<file path="config.mk">
export PLATFORM = sky130hd
export DESIGN_NAME = bin_to_bcd_n_flat
export DESIGN_NICKNAME = d
export VERILOG_FILES = /design/src/rtl/bin_to_bcd_n_if.sv /design/src/rtl/bin_to_bcd_n.sv /design/src/flat_wrapper.sv
export SDC_FILE = /design/constraint.sdc
export NUM_CORES = 1
export LEC_CHECK = 0
export ABC_AREA = 1
export BUFFER_PORTS_ARGS = -buffer_cell sky130_fd_sc_hd__buf_2
export CAP_MARGIN = 25
export CORE_MARGIN = 4
export CORE_UTILIZATION = 45
export DETAILED_ROUTE_END_ITERATION = 8
export GPL_TIMING_DRIVEN = 0
export PLACE_DENSITY = 0.65
export REMOVE_ABC_BUFFERS = 1
export SETUP_SLACK_MARGIN = 0.5
export SLEW_MARGIN = 10
export SYNTH_ARGS = -nofsm -noshare
export SYNTH_HDL_FRONTEND = slang
export SYNTH_SLANG_ARGS = --single-unit
</file>
<file path="constraint.sdc">
create_clock -name clk -period 2.7 [get_ports clk]
set_input_delay 0.27 -clock clk [delete_from_list [all_inputs] [get_ports clk]]
set_output_delay 0.27 -clock clk [all_outputs]
set_load 0.01 [all_outputs]
</file>
<file path="src/rtl/bin_to_bcd_n_if.sv">
// Start/busy/done handshake and data bus of the binary-to-BCD converter.
// bin_in and bcd keep MSB-first [0:W-1] ordering to match the upstream counter.
interface bin_to_bcd_n_if #(
    parameter int N = 7,
    parameter int D = 3
);
    logic           start;
    logic [0:N-1]   bin_in;
    logic           busy;
    logic           done;
    logic [0:4*D-1] bcd;

    modport master (output start, bin_in, input  busy, done, bcd);
    modport slave  (input  start, bin_in, output busy, done, bcd);
endinterface

</file>
<file path="src/rtl/bin_to_bcd_n.sv">
// Sequential double-dabble converter: one bit per clock, N steps per conversion.
// bcd is written only on completion, so it never shows partial values.
module bin_to_bcd_n #(
    parameter int N = 7,
    parameter int D = 3
) (
    input  logic          clk,
    input  logic          clr,
    bin_to_bcd_n_if.slave bus
);
    localparam int CW = $clog2(N + 1);

    typedef enum logic {IDLE, SHIFT} state_t;

    state_t           state_q, state_d;
    logic [N-1:0]     sh_q, sh_d;
    logic [4*D-1:0]   scr_q, scr_d;
    logic [4*D-1:0]   bcd_q, bcd_d;
    logic [CW-1:0]    cnt_q, cnt_d;
    logic             busy_q, busy_d;
    logic             done_q, done_d;
    logic [4*D-1:0]   adj;

    // Per-nibble add-3 correction; 4-bit wrap is safe when 10^D > 2^N - 1.
    function automatic logic [4*D-1:0] add3(input logic [4*D-1:0] s);
        logic [4*D-1:0] r;
        logic [3:0]     nib;
        r = s;
        for (int i = 0; i < D; i++) begin
            nib = s[4*i +: 4];
            r[4*i +: 4] = (nib >= 4'd5) ? nib + 4'd3 : nib;
        end
        return r;
    endfunction

    always_comb begin
        state_d = state_q;
        sh_d    = sh_q;
        scr_d   = scr_q;
        bcd_d   = bcd_q;
        cnt_d   = cnt_q;
        busy_d  = busy_q;
        done_d  = 1'b0;
        adj     = add3(scr_q);
        case (state_q)
            IDLE: begin
                if (bus.start) begin
                    sh_d    = bus.bin_in;
                    scr_d   = '0;
                    cnt_d   = CW'(N);
                    busy_d  = 1'b1;
                    state_d = SHIFT;
                end
            end
            SHIFT: begin
                {scr_d, sh_d} = {adj[4*D-2:0], sh_q, 1'b0};
                cnt_d         = cnt_q - CW'(1);
                if (cnt_q == CW'(1)) begin
                    bcd_d   = scr_d;
                    done_d  = 1'b1;
                    busy_d  = 1'b0;
                    state_d = IDLE;
                end
            end
            default: state_d = IDLE;
        endcase
    end

    always_ff @(posedge clk) begin
        if (clr) begin
            state_q <= IDLE;
            sh_q    <= '0;
            scr_q   <= '0;
            bcd_q   <= '0;
            cnt_q   <= '0;
            busy_q  <= 1'b0;
            done_q  <= 1'b0;
        end else begin
            state_q <= state_d;
            sh_q    <= sh_d;
            scr_q   <= scr_d;
            bcd_q   <= bcd_d;
            cnt_q   <= cnt_d;
            busy_q  <= busy_d;
            done_q  <= done_d;
        end
    end

    assign bus.busy = busy_q;
    assign bus.done = done_q;
    assign bus.bcd  = bcd_q;
endmodule

</file>
<file path="src/flat_wrapper.sv">
// flat-port wrapper written by rule: the top's interface ports become plain ports
module bin_to_bcd_n_flat 
#(
    parameter int N = 7,
    parameter int D = 3
)
  (clk, clr, bus_start, bus_bin_in, bus_busy, bus_done, bus_bcd);
  bin_to_bcd_n_if #(.N(N), .D(D)) bus_i ();
  input  logic clk;
  input  logic clr;
  input wire logic [$bits(bus_i.start)-1:0] bus_start;
  input wire logic [$bits(bus_i.bin_in)-1:0] bus_bin_in;
  output wire logic [$bits(bus_i.busy)-1:0] bus_busy;
  output wire logic [$bits(bus_i.done)-1:0] bus_done;
  output wire logic [$bits(bus_i.bcd)-1:0] bus_bcd;
  assign bus_i.start = bus_start;
  assign bus_i.bin_in = bus_bin_in;
  assign bus_busy = bus_i.busy;
  assign bus_done = bus_i.done;
  assign bus_bcd = bus_i.bcd;
  bin_to_bcd_n #(.N(N), .D(D)) u_core (.clk(clk), .clr(clr), .bus(bus_i));
endmodule
</file>
==> results.json, run 1 <==
{
  "area_growth_pct": 12.9,
  "setup_tns_ns": 0,
  "place_hpwl_um": 2210,
  "finalSetupViolCount": 0,
  "drt_wl_total_um": 3280,
  "dp_slack_ns": 0.855,
  "cts_made_buffers": 5,
  "final_max_slew_viol_count": 0,
  "htree_levels": 2,
  "layout_commonest_cell": "nand2_1",
  "drc": 0,
  "wire_per_inst_um": 11.1,
  "post-cts-setup-buffers": 0,
  "cts_tree": "built",
  "synthCells": 225,
  "die_w_um": 68.9,
  "synthesis.area_um2": 1670,
  "p_leak_nw": 0.932,
  "grt_pass1_wl_um": 5500,
  "grt-ovfl-total": 0,
  "floorplan.initialDensity_pct": 48.2,
  "rsz0062_at_grt": "no",
  "syn_area_per_cell_um2": 7.42,
  "via_count": 1451,
  "antenna_found_initial": 0,
  "seq_area_frac_synth_pct": 44.3,
  "grt_pass1_vias": 1304,
  "clk_path_buf_depth": 2,
  "start_kind": "flip-flop",
  "fill_cells": 358,
  "worst-setup-path-type": "reg -> reg",
  "clock-sinks": 37,
  "relSlewSlack_pct": 37.1,
  "status": "finished clean",
  "std_cell_rows": 21,
  "synthDistinctLibCells": 22,
  "drv_cap": 0,
  "clk_pin_slew_ns": 0.07,
  "ctsRootBufferMaster": "clkbuf_8",
  "ios": 24,
  "first_iter_violations": 79,
  "final_cell_mix": "81 x nand2_1, 37 x dfxtp_1, 25 x inv_1",
  "crit_path_max_fanout": 23,
  "drive_above_1_share_pct": 13.7,
  "antennaDiodeCount": 0,
  "grt_usage_pct": 15.7,
  "max_freq_mhz": 534,
  "finalPower_mw": 1.07,
  "port-buffer-count": 23,
  "drtPass1Iterations": 4,
  "yosys_warnings": 0,
  "postRouteAntennaNets": 0,
  "core_area_um2": 3470,
  "clkLatencyLatePin_ns": 0.29,
  "die-area_um2": 4750,
  "endpoint_kind": "flip-flop",
  "fin_crit_sh_pct": 69.4,
  "grt_max_degree": 24,
  "crit_arrival_ns": 2.11,
  "die_h_um": 68.9,
  "ys_ff_latch": 37,
  "nNetsFinal": 265,
  "vdd_drop_max_mv": 0.330,
  "worst_slew_pin_slew_ns": 0.942,
  "routabilityCongestion": 0.885,
  "skew_ns": 0.00446,
  "vias_per_cell": 4.94,
  "worst_slack_ns": 0.826,
  "cts_resized": 0,
  "p_per_area_nw_per_um2": 565,
  "worstPathRequired_ns": 2.93,
  "hold_viol": 0,
  "min_path_type": "in -> reg",
  "min_period_ns": 1.87,
  "hold_buffers": 0
}
area by class of cell:
class	instances	area, um2	share of cell area (%)
clock buffers	7	96.3	5.11
clock inverters	1	5.00	0.265
inverters	27	101	5.37
multi-input cells	153	769	40.8
flip-flops and latches	37	741	39.3
well taps	46	57.6	3.05
repair buffers	23	115	6.10
kinds of logic after synthesis:
group | count (synthesis) | synth area share, %
AOI/OAI and AO/OA | 34 | 12.3
and+or+nand+nor | 110 | 27.3
buffers and inverters | 35 | 9.59
xor gates and xnor gates | 1 | 0.524
adders and majority gates | 8 | 5.99
DFF | 37 | 44.3
flip-flops by register name (all words and copies together), names as in the netlist:
register / cells
u_core.cnt_q: 3
u_core.bus.bcd: 12
u_core.bus.busy: 1
u_core.scr_q: 12
u_core.bus.done: 1
u_core.state_q: 1
u_core.sh_q: 7
layer usage:
layer	wire length, um	up-vias	share of wire [%]	global-route usage, %
li1	-	769	-	-
met3	143	5	4.4	4.70
met1	1590	654	48	18.1
met5	0	-	0	0
met2	1490	23	45	26.3
met4	57	0	1.7	8.03
worst paths after layout:
check,start,to,slack (ns),depth (start not counted)
setup reg to reg,u_core.state_q,u_core.sh_q[3],0.83,5
hold reg to reg,u_core.bus.bcd[8],u_core.bus.bcd[8],0.45,2
hold / removal,bus_bin_in[0],u_core.sh_q[0],0.23,3
setup / recovery,u_core.state_q,u_core.sh_q[3],0.83,5
metrics by stage:
stage / instance area, um2 / instances / hold slack [ns] / util [%]
after detailed placement: 1780 / 286 / 0.436 / 51.4
final: 1890 / 294 / 0.228 / 54.4
after global placement: 1780 / 286 / 0.433 / 51.4
after floorplan: 1610 / 217 / 0.339 / -
after CTS: 1890 / 294 / 0.220 / 54.4
after global routing: 1890 / 294 / 0.227 / 54.4
critical path, stage by stage (launching register included):
cell and delay, ns:
dfxtp_1 0.59, nor2_2 0.87, a22oi_1 0.16, nand2_1 0.11, nand2_1 0.05, inv_1 0.04
cells in the mapped netlist (all sizes together):
cell | number | area share, %
clkbuf | 1 | 0.22
inv | 27 | 6.1
o21ai | 7 | 2.1
or2 | 1 | 0.37
a211oi | 1 | 0.45
ha | 8 | 6.0
nand4 | 5 | 1.9
buf | 7 | 3.3
a21boi | 1 | 0.45
a22oi | 6 | 2.7
dfxtp | 37 | 44
xor2 | 1 | 0.52
a21oi | 15 | 4.5
nor2 | 3 | 0.82
nand2 | 81 | 18
nand3 | 20 | 6.0
a22o | 3 | 1.6
a221oi | 1 | 0.52
power breakdown:
part	switching [mW]	total [mW]	leakage [nW]	internal, mW
clock network	0.188	0.419	0.0542	0.231
logic	0.0455	0.0700	0.577	0.0245
registers	0.0159	0.576	0.301	0.560
total	0.250	1.07	0.932	0.816
Note: power is estimated with default switching activity, not from simulation.
==> run 2: changes to the inputs <==
- clock period: 2.7 -> 1.9 ns (I/O delays scaled with it)
==> run 2 against run 1 <==
  * Setup slack lost 0.26 ns
  * Via count shrank 0.55%
  * Design area grew 1.1%
  * Critical path type unchanged
==> results.json, run 2 (synthesized netlist as in run 1, its figures left out) <==
{
  "grt_usage_pct": 15.8,
  "register_area_um2": 747,
  "grt-ovfl-total": 0,
  "ctsRootBufferMaster": "clkbuf_8",
  "final_max_slew_viol_count": 0,
  "clock-sinks": 37,
  "wire_per_inst_um": 11.1,
  "finalPower_mw": 1.52,
  "core_area_um2": 3470,
  "drc": 0,
  "hold_buffers": 0,
  "via_count": 1443,
  "rsz0062_at_grt": "yes",
  "vdd_drop_max_mv": 0.471,
  "cts_tree": "built",
  "vias_per_cell": 4.91,
  "postRouteAntennaNets": 0,
  "cts_made_buffers": 5,
  "min_period_ns": 1.34,
  "grt_use_met2_pct": 26.5,
  "relSlewSlack_pct": 64.3,
  "first_iter_violations": 76,
  "htree_levels": 2,
  "ios": 24,
  "drt_wl_total_um": 3270,
  "clkLatencyLatePin_ns": 0.29,
  "skew_ns": 0.00320,
  "place_hpwl_um": 2210,
  "grt_use_met1_pct": 18.0,
  "use_met3_pct": 4.70,
  "worst_slew_pin_slew_ns": 0.534,
  "antenna_found_initial": 0,
  "post-cts-setup-buffers": 0,
  "area_growth_pct": 14.1,
  "drive_above_1_share_pct": 15.7,
  "drv_cap": 0,
  "multi_input_area_um2": 779,
  "nNetsFinal": 265,
  "clk_pin_slew_ns": 0.07,
  "clk_path_buf_depth": 2,
  "fill_cells": 357,
  "finalSetupViolCount": 0,
  "drtPass1Iterations": 4,
  "crit_path_max_fanout": 13,
  "die_w_um": 68.9,
  "fin_crit_sh_pct": 70.3,
  "endpoint_kind": "flip-flop",
  "worst-setup-path-type": "reg -> reg",
  "status": "finished clean",
  "port-buffer-count": 23,
  "min_path_type": "in -> reg",
  "hold_viol": 0,
  "setup_tns_ns": 0,
  "final_cell_mix": "81 x nand2_1, 34 x dfxtp_1, 24 x inv_1",
  "grt_pass1_vias": 1313,
  "crit_arrival_ns": 1.52,
  "grt_max_degree": 24,
  "grt_pass1_wl_um": 5510,
  "floorplan.initialDensity_pct": 48.2,
  "busiest_layer": "met2",
  "worstPathRequired_ns": 2.08,
  "routabilityCongestion": 0.885,
  "max_freq_mhz": 748,
  "std_cell_rows": 21,
  "layout_commonest_cell": "nand2_1",
  "start_kind": "flip-flop",
  "die-area_um2": 4750,
  "p_leak_nw": 0.933,
  "p_per_area_nw_per_um2": 795,
  "antennaDiodeCount": 0,
  "die_h_um": 68.9
}
## run 2: cell count changes in the layout (fill, tap and decap cells not counted)
cell,previous run,this run
clkinvlp_4,0,1
dfxtp_4,0,1
nand3_1,20,19
nand3_2,0,1
dfxtp_1,37,34
inv_1,25,24
dfxtp_2,0,2
a21boi_1,0,1
a21boi_0,1,0
nor2_4,0,1
o21ai_0,7,4
o21ai_1,0,3
nor2_2,1,0
## run 2: final timing paths
check	from	to	slack [ns]	cells after the start
max	u_core.cnt_q[1]	u_core.bus.bcd[11]	0.56	5
min	bus_bin_in[0]	u_core.sh_q[0]	0.14	3
max reg2reg	u_core.cnt_q[1]	u_core.bus.bcd[11]	0.56	5
min reg2reg	u_core.bus.bcd[8]	u_core.bus.bcd[8]	0.45	2
## run 2: worst max-delay path, stage by stage (launching register included)
cell and delay (ns):
dfxtp_1 0.31, inv_1 0.06, ha_1 0.19, nand4_1 0.13
clkinvlp_4 0.27, a22o_1 0.27
## run 2: power by group
part           leakage (nW)  switching [mW]  internal [mW]  total [mW]
clock network        0.0542           0.268          0.328       0.595
logic                 0.577          0.0650         0.0355       0.101
registers             0.302          0.0230          0.797       0.820
## run 2: layout make-up
class / count / area share [%]
Inverter: 27 / 5.52
Timing Repair Buffer: 23 / 6.04
Tap cell: 46 / 3.02
Sequential cell: 37 / 39.2
Multi-Input combinational cell: 153 / 40.9
Clock inverter: 1 / 0.263
Clock buffer: 7 / 5.06
## run 2: layer usage
layer | share of wire, % | wire [um] | vias up
met1 | 48 | 1580 | 650
met4 | 1.7 | 57 | 0
li1 | - | - | 767
met2 | 46 | 1490 | 21
met5 | 0 | 0 | -
met3 | 4.2 | 138 | 5
## run 2: timing repair
action / in CTS / in global routing
hold endpoints to repair: 0 / 0
resized for setup: 4 / 7
endpoints found under the setup margin: 37 / 15
pin swaps: 0 / 1
## run 2: per-stage QoR
step	cell area (um2)	hold WS, ns	std cells	util [%]	worst slack (ns)
after floorplan	1610	0.259	217	-	0.539
after global placement	1780	0.433	286	51.4	0.0914
after detailed placement	1780	0.436	286	51.4	0.0550
after CTS	1900	0.140	294	54.7	0.544
after global routing	1910	0.147	294	54.9	0.469
final	1910	0.144	294	54.9	0.564
